**src/rtl/dff_delay_pkg.sv**
```systemverilog
// Shared constants, width helper and stage record for the dff_delay_line block.
package dff_delay_pkg;

  localparam int DEFAULT_WIDTH = 8;
  localparam int DEFAULT_DEPTH = 4;

  // Select and count widths never collapse to zero bits, even for DEPTH=1.
  function automatic int clog2_min1(input int n);
    return (n <= 2) ? 1 : $clog2(n);
  endfunction

  // One pipeline stage as seen from outside: valid flag plus data word.
  typedef struct packed {
    logic                     valid;
    logic [DEFAULT_WIDTH-1:0] data;
  } stage_t;

endpackage

```
**src/rtl/dff_stage.sv**
```systemverilog
// One stage of the delay line: WIDTH-bit data register plus valid bit.
// rst (synchronous, highest priority) and flush load RESET_VAL / invalid;
// en captures the upstream stage; otherwise the stage holds.
module dff_stage #(
  parameter int               WIDTH     = 8,
  parameter logic [WIDTH-1:0] RESET_VAL = '0
) (
  input  logic             clk,
  input  logic             rst,
  input  logic             flush,
  input  logic             en,
  input  logic [WIDTH-1:0] d_data,
  input  logic             d_valid,
  output logic [WIDTH-1:0] q_data,
  output logic             q_valid
);

  logic [WIDTH-1:0] data_d, data_q;
  logic             valid_d, valid_q;

  // Next-state: flush beats en, en beats hold.
  always_comb begin
    // NOTE: hold values are assigned first so every path drives both signals and no latch is inferred.
    data_d  = data_q;
    valid_d = valid_q;
    if (flush) begin
      data_d  = RESET_VAL;
      valid_d = 1'b0;
    end else if (en) begin
      data_d  = d_data;
      valid_d = d_valid;
    end
  end

  // State register with synchronous reset.
  always_ff @(posedge clk) begin
    // NOTE: non-blocking assignments let every stage sample its neighbour's pre-edge value.
    if (rst) begin
      data_q  <= RESET_VAL;
      valid_q <= 1'b0;
    end else begin
      data_q  <= data_d;
      valid_q <= valid_d;
    end
  end

  assign q_data  = data_q;
  assign q_valid = valid_q;

endmodule

```
**src/rtl/dff_delay_line.sv**
```systemverilog
// DEPTH-stage, WIDTH-bit registered delay line with clock-enable stall,
// per-stage valid, synchronous flush, tap output and occupancy count.
// Optional edge detector between stage 0 and stage 1 is built only when the
// macro DFF_DELAY_EDGE_EN is defined; otherwise rise/fall are tied to 0.
module dff_delay_line
  import dff_delay_pkg::*;
#(
  parameter int               WIDTH     = DEFAULT_WIDTH,
  parameter int               DEPTH     = DEFAULT_DEPTH,
  parameter logic [WIDTH-1:0] RESET_VAL = '0
) (
  input  logic                            clk,
  input  logic                            rst,
  input  logic                            en,
  input  logic                            flush,
  input  logic [WIDTH-1:0]                din,
  input  logic                            din_valid,
  input  logic [clog2_min1(DEPTH)-1:0]    tap_sel,
  output logic [WIDTH-1:0]                dout,
  output logic                            dout_valid,
  output logic [WIDTH-1:0]                tap_out,
  output logic                            tap_valid,
  output logic [clog2_min1(DEPTH+1)-1:0]  occupancy,
  output logic [WIDTH-1:0]                rise,
  output logic [WIDTH-1:0]                fall
);

  localparam int OCC_W = clog2_min1(DEPTH + 1);

  logic [WIDTH-1:0] stage_data [DEPTH];
  logic [DEPTH-1:0] stage_valid;

  // Stage chain: stage 0 takes din, stage i takes stage i-1.
  for (genvar i = 0; i < DEPTH; i++) begin : g_stage
    logic [WIDTH-1:0] in_data;
    logic             in_valid;

    if (i == 0) begin : g_head
      assign in_data  = din;
      assign in_valid = din_valid;
    end else begin : g_link
      assign in_data  = stage_data[i-1];
      assign in_valid = stage_valid[i-1];
    end

    dff_stage #(
      .WIDTH     (WIDTH),
      .RESET_VAL (RESET_VAL)
    ) u_stage (
      .clk     (clk),
      .rst     (rst),
      .flush   (flush),
      .en      (en),
      .d_data  (in_data),
      .d_valid (in_valid),
      .q_data  (stage_data[i]),
      .q_valid (stage_valid[i])
    );
  end

  assign dout       = stage_data[DEPTH-1];
  assign dout_valid = stage_valid[DEPTH-1];

  // Tap mux: out-of-range selects read as zero, not RESET_VAL.
  always_comb begin
    tap_out   = '0;
    tap_valid = 1'b0;
    for (int i = 0; i < DEPTH; i++) begin
      if (int'(tap_sel) == i) begin
        tap_out   = stage_data[i];
        tap_valid = stage_valid[i];
      end
    end
  end

  logic [OCC_W-1:0] occ_d, occ_q;

  // Occupancy tracks the popcount of valid bits: one in at stage 0, one out at the last stage.
  always_comb begin
    occ_d = occ_q;
    if (flush) begin
      occ_d = '0;
    end else if (en) begin
      occ_d = occ_q + OCC_W'(din_valid) - OCC_W'(stage_valid[DEPTH-1]);
    end
  end

  // Occupancy register, cleared by reset alongside the stages.
  always_ff @(posedge clk) begin
    if (rst) occ_q <= '0;
    else     occ_q <= occ_d;
  end

  assign occupancy = occ_q;

`ifdef DFF_DELAY_EDGE_EN
  // Per-bit edge detect between the two youngest stages, only when both hold valid data.
  if (DEPTH >= 2) begin : g_edge
    logic both_valid;
    assign both_valid = stage_valid[0] & stage_valid[1];
    assign rise = stage_data[0] & ~stage_data[1] & {WIDTH{both_valid}};
    assign fall = ~stage_data[0] & stage_data[1] & {WIDTH{both_valid}};
  end else begin : g_no_edge
    assign rise = '0;
    assign fall = '0;
  end
`else
  assign rise = '0;
  assign fall = '0;
`endif

endmodule
```
**config.mk**
```make
export PLATFORM = sky130hd
export DESIGN_NAME = dff_delay_line
export DESIGN_NICKNAME = d
export VERILOG_FILES = /design/src/rtl/dff_delay_pkg.sv /design/src/rtl/dff_stage.sv /design/src/rtl/dff_delay_line.sv
export SDC_FILE = /design/constraint.sdc
export NUM_CORES = 1
export LEC_CHECK = 0
export CORE_ASPECT_RATIO = 1.5
export CORE_MARGIN = 1
export CORE_UTILIZATION = 40
export DETAILED_ROUTE_END_ITERATION = 6
export HOLD_SLACK_MARGIN = 0.08
export PLACE_DENSITY = 0.69
export SLEW_MARGIN = 20
export SYNTH_ARGS = -nofsm -noshare
export SYNTH_HDL_FRONTEND = slang
export SYNTH_HIERARCHICAL = 1
export SYNTH_SLANG_ARGS = --single-unit
```
**constraint.sdc**
```tcl
create_clock -name clk -period 2.7 [get_ports clk]
set_input_delay 0.27 -clock clk [delete_from_list [all_inputs] [get_ports clk]]
set_output_delay 0.27 -clock clk [all_outputs]
set_load 0.02 [all_outputs]
```
; Yosys cells after proc, flatten, opt, wreduce, memory -nomap -nowiden
; Index checks and enable logic that the tools add are counted.
[totals]
regBits = 39
latchBits = 0
mem_bits_rw = 0
mem_bits_ro = 0
wordCells = 24
memories = 0
[op_classes]
add_sub_neg = 2
multipliers = 0
div = 0
magnitude_cmp = 0
n_eq_ne = 3
shifts = 0
n_mux = 8
bitwise = 0
n_reduce_logical = 2
[op_table]
columns = op, count
row1 = $mux 8, 4
row2 = $eq 2x2->1 const B, 2
row3 = $mux 1, 4
row4 = $add 3x1->3, 1
row5 = $sub 3x1->3, 1
row6 = $eq 2x1->1 const B, 1
row7 = $logic_not 2->1, 1
row8 = $reduce_or 2->1, 1

; Depth between registers and ports, before layout
; Gate-level depths: netlist of run 1.
[logic_depth]
word_depth = 5
ltp_mapped = 9

; Modules after synthesis
; Netlist of run 1, hierarchy kept.
[by_module_without_submodules]
columns = mod, instances, cells_each, area_each_um2, seq_area_each_um2
row1 = dff_stage, 4, 30, 329.1, 180.2
row2 = dff_delay_line, 1, 46, 528.0, 60.1

; Worst setup path after synthesis of run 1
; Ideal clock, no wire load.
[synth_path]
path_type = register to register
startpoint = register occ_q[0] (netlist: occupancy[0])
endpoint = register occ_q[2] (netlist: occupancy[2])
arrival_ns = 1.975
required_ns = 2.641
setup_slack_ns = 0.666
stages_incl_launch_ff = 10
path_buffers = 0
synth_period_minus_slack_ns = 2.034
path_cell_list = dfxtp_1 inv_1 ha_1 inv_1 ha_1 inv_1 fa_1 xor2_1 a2111oi_2 a31o_1
[synth_via]
elab_chain_len = 2
[synth_rtl]
columns = item, line_no
row1 = start: declaration, dff_delay_line.sv:76  ; logic [OCC_W-1:0] occ_d, occ_q;
row2 = start signal: assignment, dff_delay_line.sv:90  ; if (rst) occ_q <= '0;
row3 = start signal: assignment, dff_delay_line.sv:91  ; else occ_q <= occ_d;
row4 = $add 3x1->3, dff_delay_line.sv:84  ; occ_d = occ_q + OCC_W'(din_valid) - OCC_W'(stage_valid[DEPTH-1]);
row5 = $sub 3x1->3, dff_delay_line.sv:84
; No other way between the ends.
; A chain may end at the register's enable or synchronous reset.

; Final worst setup path of run 1
[layout_path]
startpoint = input port tap_sel[0]
endpoint = output port tap_out[0]
[layout_via]
elab_chain_len = 5
word_cells_on_any_way = 8
cone_classes = eq/ne (3) / mux (4) / reduce/logical (1)
[layout_rtl]
columns = item, line_no
row1 = start: declaration, dff_delay_line.sv:18  ; input logic [clog2_min1(DEPTH)-1:0] tap_sel,
row2 = $logic_not 2->1, dff_delay_line.sv:69  ; if (int'(tap_sel) == i) begin
row3 = $mux 8 (3 in series), dff_delay_line.sv:69
row4 = $mux 8 *, dff_delay_line.sv:69
row5 = end: declaration, dff_delay_line.sv:21  ; output logic [WIDTH-1:0] tap_out,
; Mark *: on every way between the ends. The rest lies on a longest branch, timed or not.

==> run_results.csv, run 1 <==
group,metric,value,unit
outcome,status,"finished, violations left",
outcome,violations,"design-rule violations",
worst_setup_path,critPathKind,"input pin to output port",
run,maxCapViolCount,0,
cells_and_area,syn_to_final_growth,20.76,%
synthesis,synth_area_per_cell,11.11,sq um
cells_and_area,final_common_cell,"dfxtp_1",
clock_tree,root_buffer,"clkbuf_8",
cells_and_area,n_antenna_cell,0,
worst_setup_path,cp.arrival,2.04,ns
worst_setup_path,critPathLaunchType,"input pin",
sta,tns,0,ns
routing,topRoutingLayerUsed,"met4",
synthesis,yosys.area_share.simple,9.430,%
sta,hold_violations,0,
routing,dr.pass1.iters,6,
clock_tree,path_clk_slew,0.07,ns
routing,dr_wl_met3,161,um
routing,met1_length,1361,um
sta,relSlewSlack,56.35,%
placement,dp_slack,0.3782,ns
worst_setup_path,critPathMaxStageDelay,0.56,ns
sta,setup_violations,0,
clock_tree,cts_setup_buffers,0,
pwr,p_seq_share,49.4,%
sta,period_needed,2.310,ns
sta,fin_ws,0.3895,ns
synthesis,syn_inst,166,
pwr,power.switching,0.2789,mW
synthesis,synthAdderAreaFrac,2.442,%
clock_tree,cts_inserted_buffers,5,
clock_tree,cts.sinks,39,
placement,dpl.hpwl,2233,um
clock_tree,cts_hold_buf,0,
hold_path,hold_class,"input pin to flip-flop",
routing,wl,3198,um
global_routing,grt_pass1_wl,5250,um
worst_setup_path,crit_fanout,9,
cells_and_area,nets,218,
pwr,power_frac_comb,10.4,%
pwr,peakVddDrop,0.3522,mV
worst_setup_path,critPathBufInv,3,
pwr,p_clk_share,40.2,%
sta,fmax,0.4328,GHz
synthesis,synthMuxAreaShare,31.07,%
die,start_util,42.71,%
routing,routedWlPerCell,12.95,um
global_routing,grt_pass1_vias,1099,
pwr,p_leak,0.9193,nW
synthesis,synth-compound-area-share,1.764,%
sta,post-route-period-util,85.57,%
cells_and_area,final_cell_mix,"dfxtp_1 (39), mux2i_1 (37), nor2_1 (37)",
sta,rsz0062_at_grt,"false",
pwr,p_sw_share,23.45,%
die,die_x,57.44,um
placement,place.gp.congestion,0.6884,
worst_setup_path,crit_path_cell_trace,"clkdlybuf4s50_1, buf_4, mux4_2, clkdlybuf4s50_1",
routing,vias,1195,
pwr,power_density,534.0,mW/mm^2
worst_setup_path,cp.required,2.43,ns
global_routing,grt_overflow,0,
die,num_rows,29,
clock_tree,cts_tree,"built",
routing,wl_met2,1606,um
sta,skew,0.007474,ns
worst_setup_path,path_delay_family,"buffers and inverters",
synthesis,yosysWarnings,6,
cells_and_area,fillers,394,
sta,worstMarginPinSlew,0.6548,ns
clock_tree,clockBufferDepth,2,
global_routing,grt_max_degree,18,
die,core_area,0.004318,sq mm
global_routing,grt_usage,14.38,%
die,ios,52,
clock_tree,cts_resized,0,
worst_setup_path,crit_path_frequent_cell,"clkdlybuf4s50_1",
placement,port_buffers,35,
clock_tree,clk-insertion-delay-late,0.29,ns
cells_and_area,drive_above_1_share,10.95,%
synthesis,synth_top_family_by_area,"multiplexers",
pwr,p_int,0.9103,mW
routing,via_per_inst,4.838,
clock_tree,htreeDepth,2,
worst_setup_path,critPathSlowestCell,"clkdlybuf4s50_1",
synthesis,synth-seq-cells,39,
die,die_area,0.004892,sq mm
global_routing,grt_antenna_before_repair,0,
worst_setup_path,cp-end-kind,"output port",
synthesis,synth_xor_area_share,0.4749,%
routing,ant_nets,0,
synthesis,yosys.cell_types.count,17,
synthesis,ys_seq_area_share,42.33,%
synthesis,syn-cell-area,0.001844,sq mm
routing,drtIter0Drc,18,
die,die_height,85.16,um
routing,detail_route.drc_violations,3,
sta,maxSlewViolCount,0,
-- cell families after synthesis --
family,count (synthesis)
mux,46
simple gates,43
flops,39
buf+inv,30
fa+ha+maj,3
compound gates,3
other cells,1
xor+xnor,1
-- cell usage after synthesis --
library cell | instances | area share [%]
inv_1 | 4 | 0.81
xor2_1 | 1 | 0.47
dfxtp_1 | 39 | 42
conb_1 | 1 | 0.20
mux4_2 | 9 | 11
nor3_1 | 2 | 0.54
buf_4 | 20 | 8.1
a31o_1 | 1 | 0.47
clkbuf_2 | 1 | 0.27
or2_0 | 4 | 1.4
ha_1 | 2 | 1.4
a2111oi_2 | 1 | 0.81
a2111oi_0 | 1 | 0.47
nor2_1 | 37 | 7.5
fa_1 | 1 | 1.1
mux2i_1 | 37 | 20
buf_6 | 5 | 3.1
-- worst paths after layout --
kind / from / depth (start not counted) / slack (ns) / endpoint
worst max-delay path: tap_sel[0] / 4 / 0.39 / tap_out[0]
worst max register to register: occupancy[0] / 9 / 0.71 / occupancy[2]
worst min-delay path: en / 3 / 0.38 / occupancy[1]
worst min register to register: g_stage[2].u_stage/q_data[2] / 2 / 0.52 / g_stage[2].u_stage/q_data[2]
-- power groups by stage --
| stage | Sequential (mW) | Combinational [mW] | Clock, mW |
|---|---|---|---|
| 2_1_floorplan | 0.601 | 0.107 | 0 |
| 3_3_place_gp | 0.601 | 0.124 | 0 |
| 3_5_place_dp | 0.601 | 0.124 | 0 |
| 4_1_cts | 0.587 | 0.125 | 0.495 |
| 5_1_grt | 0.588 | 0.132 | 0.524 |
| 6_report | 0.587 | 0.123 | 0.478 |
-- state kept, by name, indices dropped and copies added (netlist names) --
| name | flops |
|---|---|
| g_stage.u_stage/q_valid | 4 |
| occupancy | 3 |
| g_stage.u_stage/q_data | 32 |
-- worst min-delay path, cell delays in order --
cell       delay, ns
buf_2           0.18
nor2_1          0.11
a2111oi_0       0.05
-- layer usage --
metal / GRT usage, % / vias up
met5: 0 / -
met4: 8.647 / 0
met3: 4.268 / 6
met2: 23.04 / 38
met1: 16.63 / 550
li1: - / 601
-- metrics by stage --
step           instances  cell area [sq um]  hold WS (ns)  total power [mW]  util, %
2_1_floorplan        181               1901        0.3468            0.7086        -
4_1_cts              247               2227        0.3686             1.207    51.58
5_1_grt              247               2227        0.3979             1.245    51.58
3_5_place_dp         239               2115        0.5077            0.7252    48.97
3_3_place_gp         239               2115        0.4966            0.7250    48.97
6_report             247               2227        0.3754             1.189    51.58
-- cell type report --
class	instances	area [sq um]	share of cell area [%]
clock inverter	3	43.79	1.966
multi-input combinational	112	893.4	40.11
inverter	4	15.01	0.6742
tap	46	57.56	2.584
sequential	39	780.7	35.06
clock buffer	5	68.82	3.090
timing repair buffer	38	367.9	16.52
Power figures use the tool's default switching activity.
==> run 2: changes to the inputs <==
--- a/config.mk
+++ b/config.mk
@@ -5,13 +5,13 @@
 export SDC_FILE = /design/constraint.sdc
 export NUM_CORES = 1
 export LEC_CHECK = 0
-export CORE_ASPECT_RATIO = 1.5
+export CORE_ASPECT_RATIO = 1.75
 export CORE_MARGIN = 1
 export CORE_UTILIZATION = 40
 export DETAILED_ROUTE_END_ITERATION = 6
 export HOLD_SLACK_MARGIN = 0.08
 export PLACE_DENSITY = 0.69
-export SLEW_MARGIN = 20
+export SLEW_MARGIN = 30
 export SYNTH_ARGS = -nofsm -noshare
 export SYNTH_HDL_FRONTEND = slang
 export SYNTH_HIERARCHICAL = 1
==> run_results.csv, run 2 (same netlist as run 1, synthesis figures left out) <==
group,metric,value,unit
sta,tns,0,ns
clock_tree,clockBufferDepth,2,
global_routing,grt-busiest-layer,"met2",
global_routing,grt_usage,14.96,%
cells_and_area,syn_to_final_growth,21.64,%
global_routing,grt_max_degree,23,
worst_setup_path,critPathLaunchType,"input pin",
placement,place_area,0.002126,sq mm
worst_setup_path,cp-end-kind,"output port",
sta,period_needed,2.291,ns
outcome,status,"finished, final reports clean",
routing,ant_nets,0,
worst_setup_path,critPathMaxStageDelay,0.54,ns
sta,skew,0.003844,ns
worst_setup_path,reg2reg_from,"occupancy[0]",
worst_setup_path,critPathSlowestCell,"clkdlybuf4s50_1",
worst_setup_path,crit_fanout,9,
global_routing,globalRouteMet3Util,3.483,%
routing,drtIter0Drc,18,
global_routing,gr-usage-met2,25.83,%
global_routing,grt_use_met1,16.82,%
die,start_util,41.88,%
worst_setup_path,cp.required,2.43,ns
placement,port_buffers,35,
clock_tree,cts_inserted_buffers,5,
worst_setup_path,crit_path_cell_trace,"clkdlybuf4s50_1, buf_4, mux4_2, clkdlybuf4s50_1",
die,core_area,0.004404,sq mm
placement,dpl.hpwl,2306,um
clock_tree,root_buffer,"clkbuf_8",
placement,dp.cells,243,
global_routing,grt_overflow,0,
pwr,peakVddDrop,0.4233,mV
global_routing,grt_pass1_wl,5278,um
global_routing,grt_pass1_vias,1140,
sta,setup_violations,0,
global_routing,grt_antenna_before_repair,0,
sta,hold_violations,0,
run,maxCapViolCount,0,
worst_setup_path,r2r_end,"occupancy[2]",
clock_tree,cts_hold_buf,0,
cells_and_area,fillers,431,
pwr,finalPower,1.205,mW
sta,rsz0062_at_grt,"false",
worst_setup_path,ff2ff_path_depth,9,
die,die_x,53.33,um
sta,fmax,0.4366,GHz
clock_tree,htreeDepth,2,
worst_setup_path,cp.arrival,2.02,ns
clock_tree,cts.sinks,39,
die,die_height,91.83,um
clock_tree,cts_resized,0,
routing,vias,1195,
routing,via_per_inst,4.761,
sta,post-route-period-util,84.84,%
placement,place.gp.congestion,0.7647,
clock_tree,cts_tree,"built",
cells_and_area,n_antenna_cell,0,
cells_and_area,final_common_cell,"dfxtp_1",
cells_and_area,largest_reg_flops,32,
routing,detail_route.drc_violations,0,
routing,dr.pass1.iters,4,
worst_setup_path,startpoint,"tap_sel[0]",
sta,worstMarginPinSlew,0.6740,ns
cells_and_area,final_cell_mix,"dfxtp_1 (39), mux2i_1 (37), nor2_1 (37)",
pwr,power_density,537.1,mW/mm^2
worst_setup_path,crit_path_frequent_cell,"clkdlybuf4s50_1",
die,num_rows,32,
sta,relSlewSlack,55.07,%
hold_path,hold_class,"flip-flop to flip-flop",
routing,routedWlPerCell,13.02,um
worst_setup_path,reg2reg_slack,0.72,ns
clock_tree,cts_setup_buffers,0,
cells_and_area,fin_area,0.002243,sq mm
hold_path,whs_path_depth,2,
cells_and_area,drive_above_1_share,10.50,%
clock_tree,clk-insertion-delay-late,0.28,ns
worst_setup_path,critPathKind,"input pin to output port",
cells_and_area,nets,217,
worst_setup_path,timing.critical_path.to,"tap_out[1]",
sta,maxSlewViolCount,0,
routing,wl,3268,um
clock_tree,path_clk_slew,0.08,ns
sta,whs,0.5224,ns
die,ios,52,
pwr,p_leak,0.9222,nW
die,die_area,0.004897,sq mm
cells_and_area,stdcell_count,251,
run 2: cell types whose count changed in the layout (fill, tap and decap cells not counted), sizes merged:
| cell | before | now |
|---|---|---|
| buf | 4 | 3 |
| clkbuf | 5 | 6 |
| clkinv | 2 | 1 |
run 2: cell type report:
type	count	area (sq um)	area share, %
Tap cell	51	63.81	2.844
Multi-Input combinational cell	112	893.4	39.82
Timing Repair Buffer	37	372.9	16.62
Clock buffer	6	82.58	3.681
Inverter	4	15.01	0.6693
Clock inverter	2	35.03	1.562
Sequential cell	39	780.7	34.80
run 2: worst max-delay path: cells and delay by family:
kind                   cells  cell delay (ns)
multiplexers               1             0.52
buffers and inverters      3             1.22
run 2: metal layers:
metal / up-vias / wire (um)
met5: - / 0
met4: 0 / 48
met3: 4 / 138
met2: 38 / 1739
met1: 557 / 1341
li1: 596 / -
run 2: through the flow:
| step | setup slack [ns] | utilization (%) |
|---|---|---|
| after detailed placement | 0.3925 | 48.27 |
| final | 0.4095 | 50.94 |
| after global routing | 0.3268 | 50.94 |
| after floorplan | 0.6658 | - |
| after CTS | 0.3828 | 50.94 |
| after global placement | 0.3937 | 48.27 |
run 2: worst min-delay path by stage:
stage / from / endpoint
2_1_floorplan: rst / occupancy[0]
3_3_place_gp: g_stage[3].u_stage/q_data[3] / g_stage[3].u_stage/q_data[3]
3_5_place_dp: g_stage[2].u_stage/q_data[7] / g_stage[2].u_stage/q_data[7]
4_1_cts: g_stage[0].u_stage/q_data[6] / g_stage[0].u_stage/q_data[6]
5_1_grt: g_stage[0].u_stage/q_data[1] / g_stage[0].u_stage/q_data[1]
6_report: g_stage[3].u_stage/q_data[2] / g_stage[3].u_stage/q_data[2]
run 2: power breakdown:
group          internal, mW  switching [mW]
Combinational        0.0545          0.0703
Clock                 0.299           0.193
Sequential            0.582         0.00563
Total                 0.935           0.269
==> run 3: changes to the inputs <==
--- a/config.mk
+++ b/config.mk
@@ -10,7 +10,7 @@
 export CORE_UTILIZATION = 40
 export DETAILED_ROUTE_END_ITERATION = 6
 export HOLD_SLACK_MARGIN = 0.08
-export PLACE_DENSITY = 0.69
+export PLACE_DENSITY = 0.71
 export SLEW_MARGIN = 30
 export SYNTH_ARGS = -nofsm -noshare
 export SYNTH_HDL_FRONTEND = slang
==> constraint.sdc (replaced) <==
create_clock -name clk -period 2.05 [get_ports clk]
set_input_delay 0.205 -clock clk [delete_from_list [all_inputs] [get_ports clk]]
set_output_delay 0.205 -clock clk [all_outputs]
set_load 0.02 [all_outputs]
==> run_results.csv, run 3 (same netlist as run 1, synthesis figures left out) <==
group,metric,value,unit
sta,tns,0,ns
sta,skew,0.003519,ns
global_routing,globalRouteMet3Util,4.312,%
routing,vias,1243,
clock_tree,clk-insertion-delay-late,0.29,ns
worst_setup_path,critPathKind,"flip-flop to flip-flop",
worst_setup_path,startpoint,"occupancy[0]",
outcome,status,"finished, final reports clean",
clock_tree,clockBufferDepth,2,
worst_setup_path,cp.arrival,2.16,ns
routing,detail_route.drc_violations,0,
placement,port_buffers,35,
sta,hold_violations,0,
clock_tree,cts_setup_buffers,0,
cells_and_area,fin_area,0.002326,sq mm
global_routing,grt_pass1_wl,5526,um
cells_and_area,syn_to_final_growth,26.12,%
worst_setup_path,reg2reg_from,"occupancy[0]",
sta,setup_violations,0,
cells_and_area,final_cell_mix,"dfxtp_1 (38), mux2i_1 (37), nor2_1 (37)",
die,core_area,0.004404,sq mm
global_routing,grt_overflow,0,
hold_path,hold_class,"input pin to flip-flop",
die,die_area,0.004897,sq mm
cells_and_area,largest_reg_flops,32,
worst_setup_path,crit_cells,9,
worst_setup_path,crit_path_cell_trace,"inv_1, ha_1, inv_1, ha_1, inv_1, fa_1, xor2_1, a2111oi_2, a31o_1",
worst_setup_path,critPathSlowestCell,"fa_1",
global_routing,grt_antenna_before_repair,0,
worst_setup_path,critPathBufInv,3,
clock_tree,cts_inserted_buffers,5,
sta,period_needed,1.921,ns
worst_setup_path,reg2reg_slack,0.13,ns
worst_setup_path,r2r_end,"occupancy[2]",
routing,via_per_inst,4.818,
worst_setup_path,critPathLaunchType,"flip-flop",
clock_tree,cts_tree,"built",
sta,rsz0062_at_grt,"false",
die,start_util,41.88,%
placement,dp.cells,250,
placement,place_area,0.002203,sq mm
routing,ant_nets,0,
pwr,peakVddDrop,0.6136,mV
die,die_x,53.33,um
sta,post-route-period-util,93.71,%
clock_tree,path_clk_slew,0.07,ns
pwr,p_leak,1.011,nW
worst_setup_path,path_delay_family,"adder cells",
clock_tree,root_buffer,"clkbuf_8",
global_routing,grt_pass1_vias,1214,
cells_and_area,n_antenna_cell,0,
die,num_rows,32,
routing,routedWlPerCell,13.13,um
cells_and_area,stdcell_count,258,
run,maxCapViolCount,0,
clock_tree,htreeDepth,2,
worst_setup_path,timing.critical_path.to,"occupancy[2]",
sta,fmax,0.5206,GHz
cells_and_area,nets,224,
routing,drtIter0Drc,20,
cells_and_area,final_common_cell,"dfxtp_1",
global_routing,grt-busiest-layer,"met2",
global_routing,gr-usage-met2,25.73,%
worst_setup_path,cp.required,2.29,ns
cells_and_area,drive_above_1_share,13.53,%
hold_path,min_from,"en",
routing,dr.pass1.iters,4,
clock_tree,cts.sinks,39,
die,ios,52,
worst_setup_path,crit_fanout,3,
die,die_height,91.83,um
global_routing,grt_max_degree,42,
worst_setup_path,ff2ff_path_depth,9,
worst_setup_path,cp-end-kind,"flip-flop",
global_routing,grt_use_met1,17.44,%
worst_setup_path,crit_path_frequent_cell,"inv_1",
pwr,power_density,731.5,mW/mm^2
sta,maxSlewViolCount,0,
routing,wl,3388,um
global_routing,grt_usage,16.04,%
placement,dpl.hpwl,2365,um
placement,place.gp.congestion,0.7270,
worst_setup_path,critPathMaxStageDelay,0.36,ns
pwr,finalPower,1.702,mW
-- run 3: cell types whose count changed in the layout (fill, tap and decap cells not counted) --
cell             delta
clkdlybuf4s50_1     -9
clkbuf_8            -1
clkinv_2            -1
buf_4               +5
dlygate4sd2_1       +9
dfxtp_1             -1
dfxtp_2             +1
bufinv_16           +1
clkbuf_1            +1
buf_12              +2
-- run 3: worst min path at each step --
stage | end | slack (ns) | depth (start not counted)
2_1_floorplan | occupancy[0] | 0.28 | 1
3_3_place_gp | g_stage[2].u_stage/q_data[0] | 0.49 | 2
3_5_place_dp | g_stage[3].u_stage/q_data[4] | 0.51 | 2
4_1_cts | occupancy[2] | 0.46 | 3
5_1_grt | occupancy[2] | 0.46 | 3
6_report | occupancy[2] | 0.47 | 3
-- run 3: report_power, final --
group          switching [mW]  total, mW  internal, mW  leakage (nW)
logic                  0.0961      0.179        0.0825         0.630
registers             0.00724      0.774         0.767         0.316
clock network           0.263      0.749         0.486        0.0654
total                   0.366       1.70          1.34          1.01
-- run 3: per-layer routing --
layer  part of all wire, %  up-vias
li1                      -      613
met4                   3.2        0
met2                    53       45
met1                    38      576
met3                   5.2        9
met5                     0        -
-- run 3: layout make-up --
class | instances | area (sq um)
Multi-Input combinational cell | 112 | 893.4
Timing Repair Buffer | 44 | 439.2
Inverter | 4 | 15.01
Sequential cell | 39 | 782.0
Clock inverter | 2 | 60.06
Clock buffer | 6 | 72.57
Tap cell | 51 | 63.81
Fill cell | 433 | 2078
-- run 3: worst register-to-register path, stage by stage, from the launching register on --
cell and delay, ns:
dfxtp_2 0.34, inv_1 0.04, ha_1 0.26, inv_1 0.05, ha_1 0.13, inv_1 0.05
fa_1 0.37, xor2_1 0.18, a2111oi_2 0.32, a31o_1 0.13
-- run 3: what timing repair did --
action                                  4_1_cts  5_1_grt
endpoints found under the setup margin        9        2
pin swaps                                     0        1
cloned                                        0        0
hold buffers                                  0        0
gates resized for setup                       9        1
-- run 3: per-stage QoR --
step	hold slack (ns)	utilization (%)	setup slack, ns
detailed placement	0.5106	50.03	-0.1077
global placement	0.4943	50.03	-0.1072
CTS	0.4591	52.78	0.02249
floorplan	0.2818	-	0.01585
finish	0.4667	52.81	0.1290
global route	0.4607	52.81	0.01041
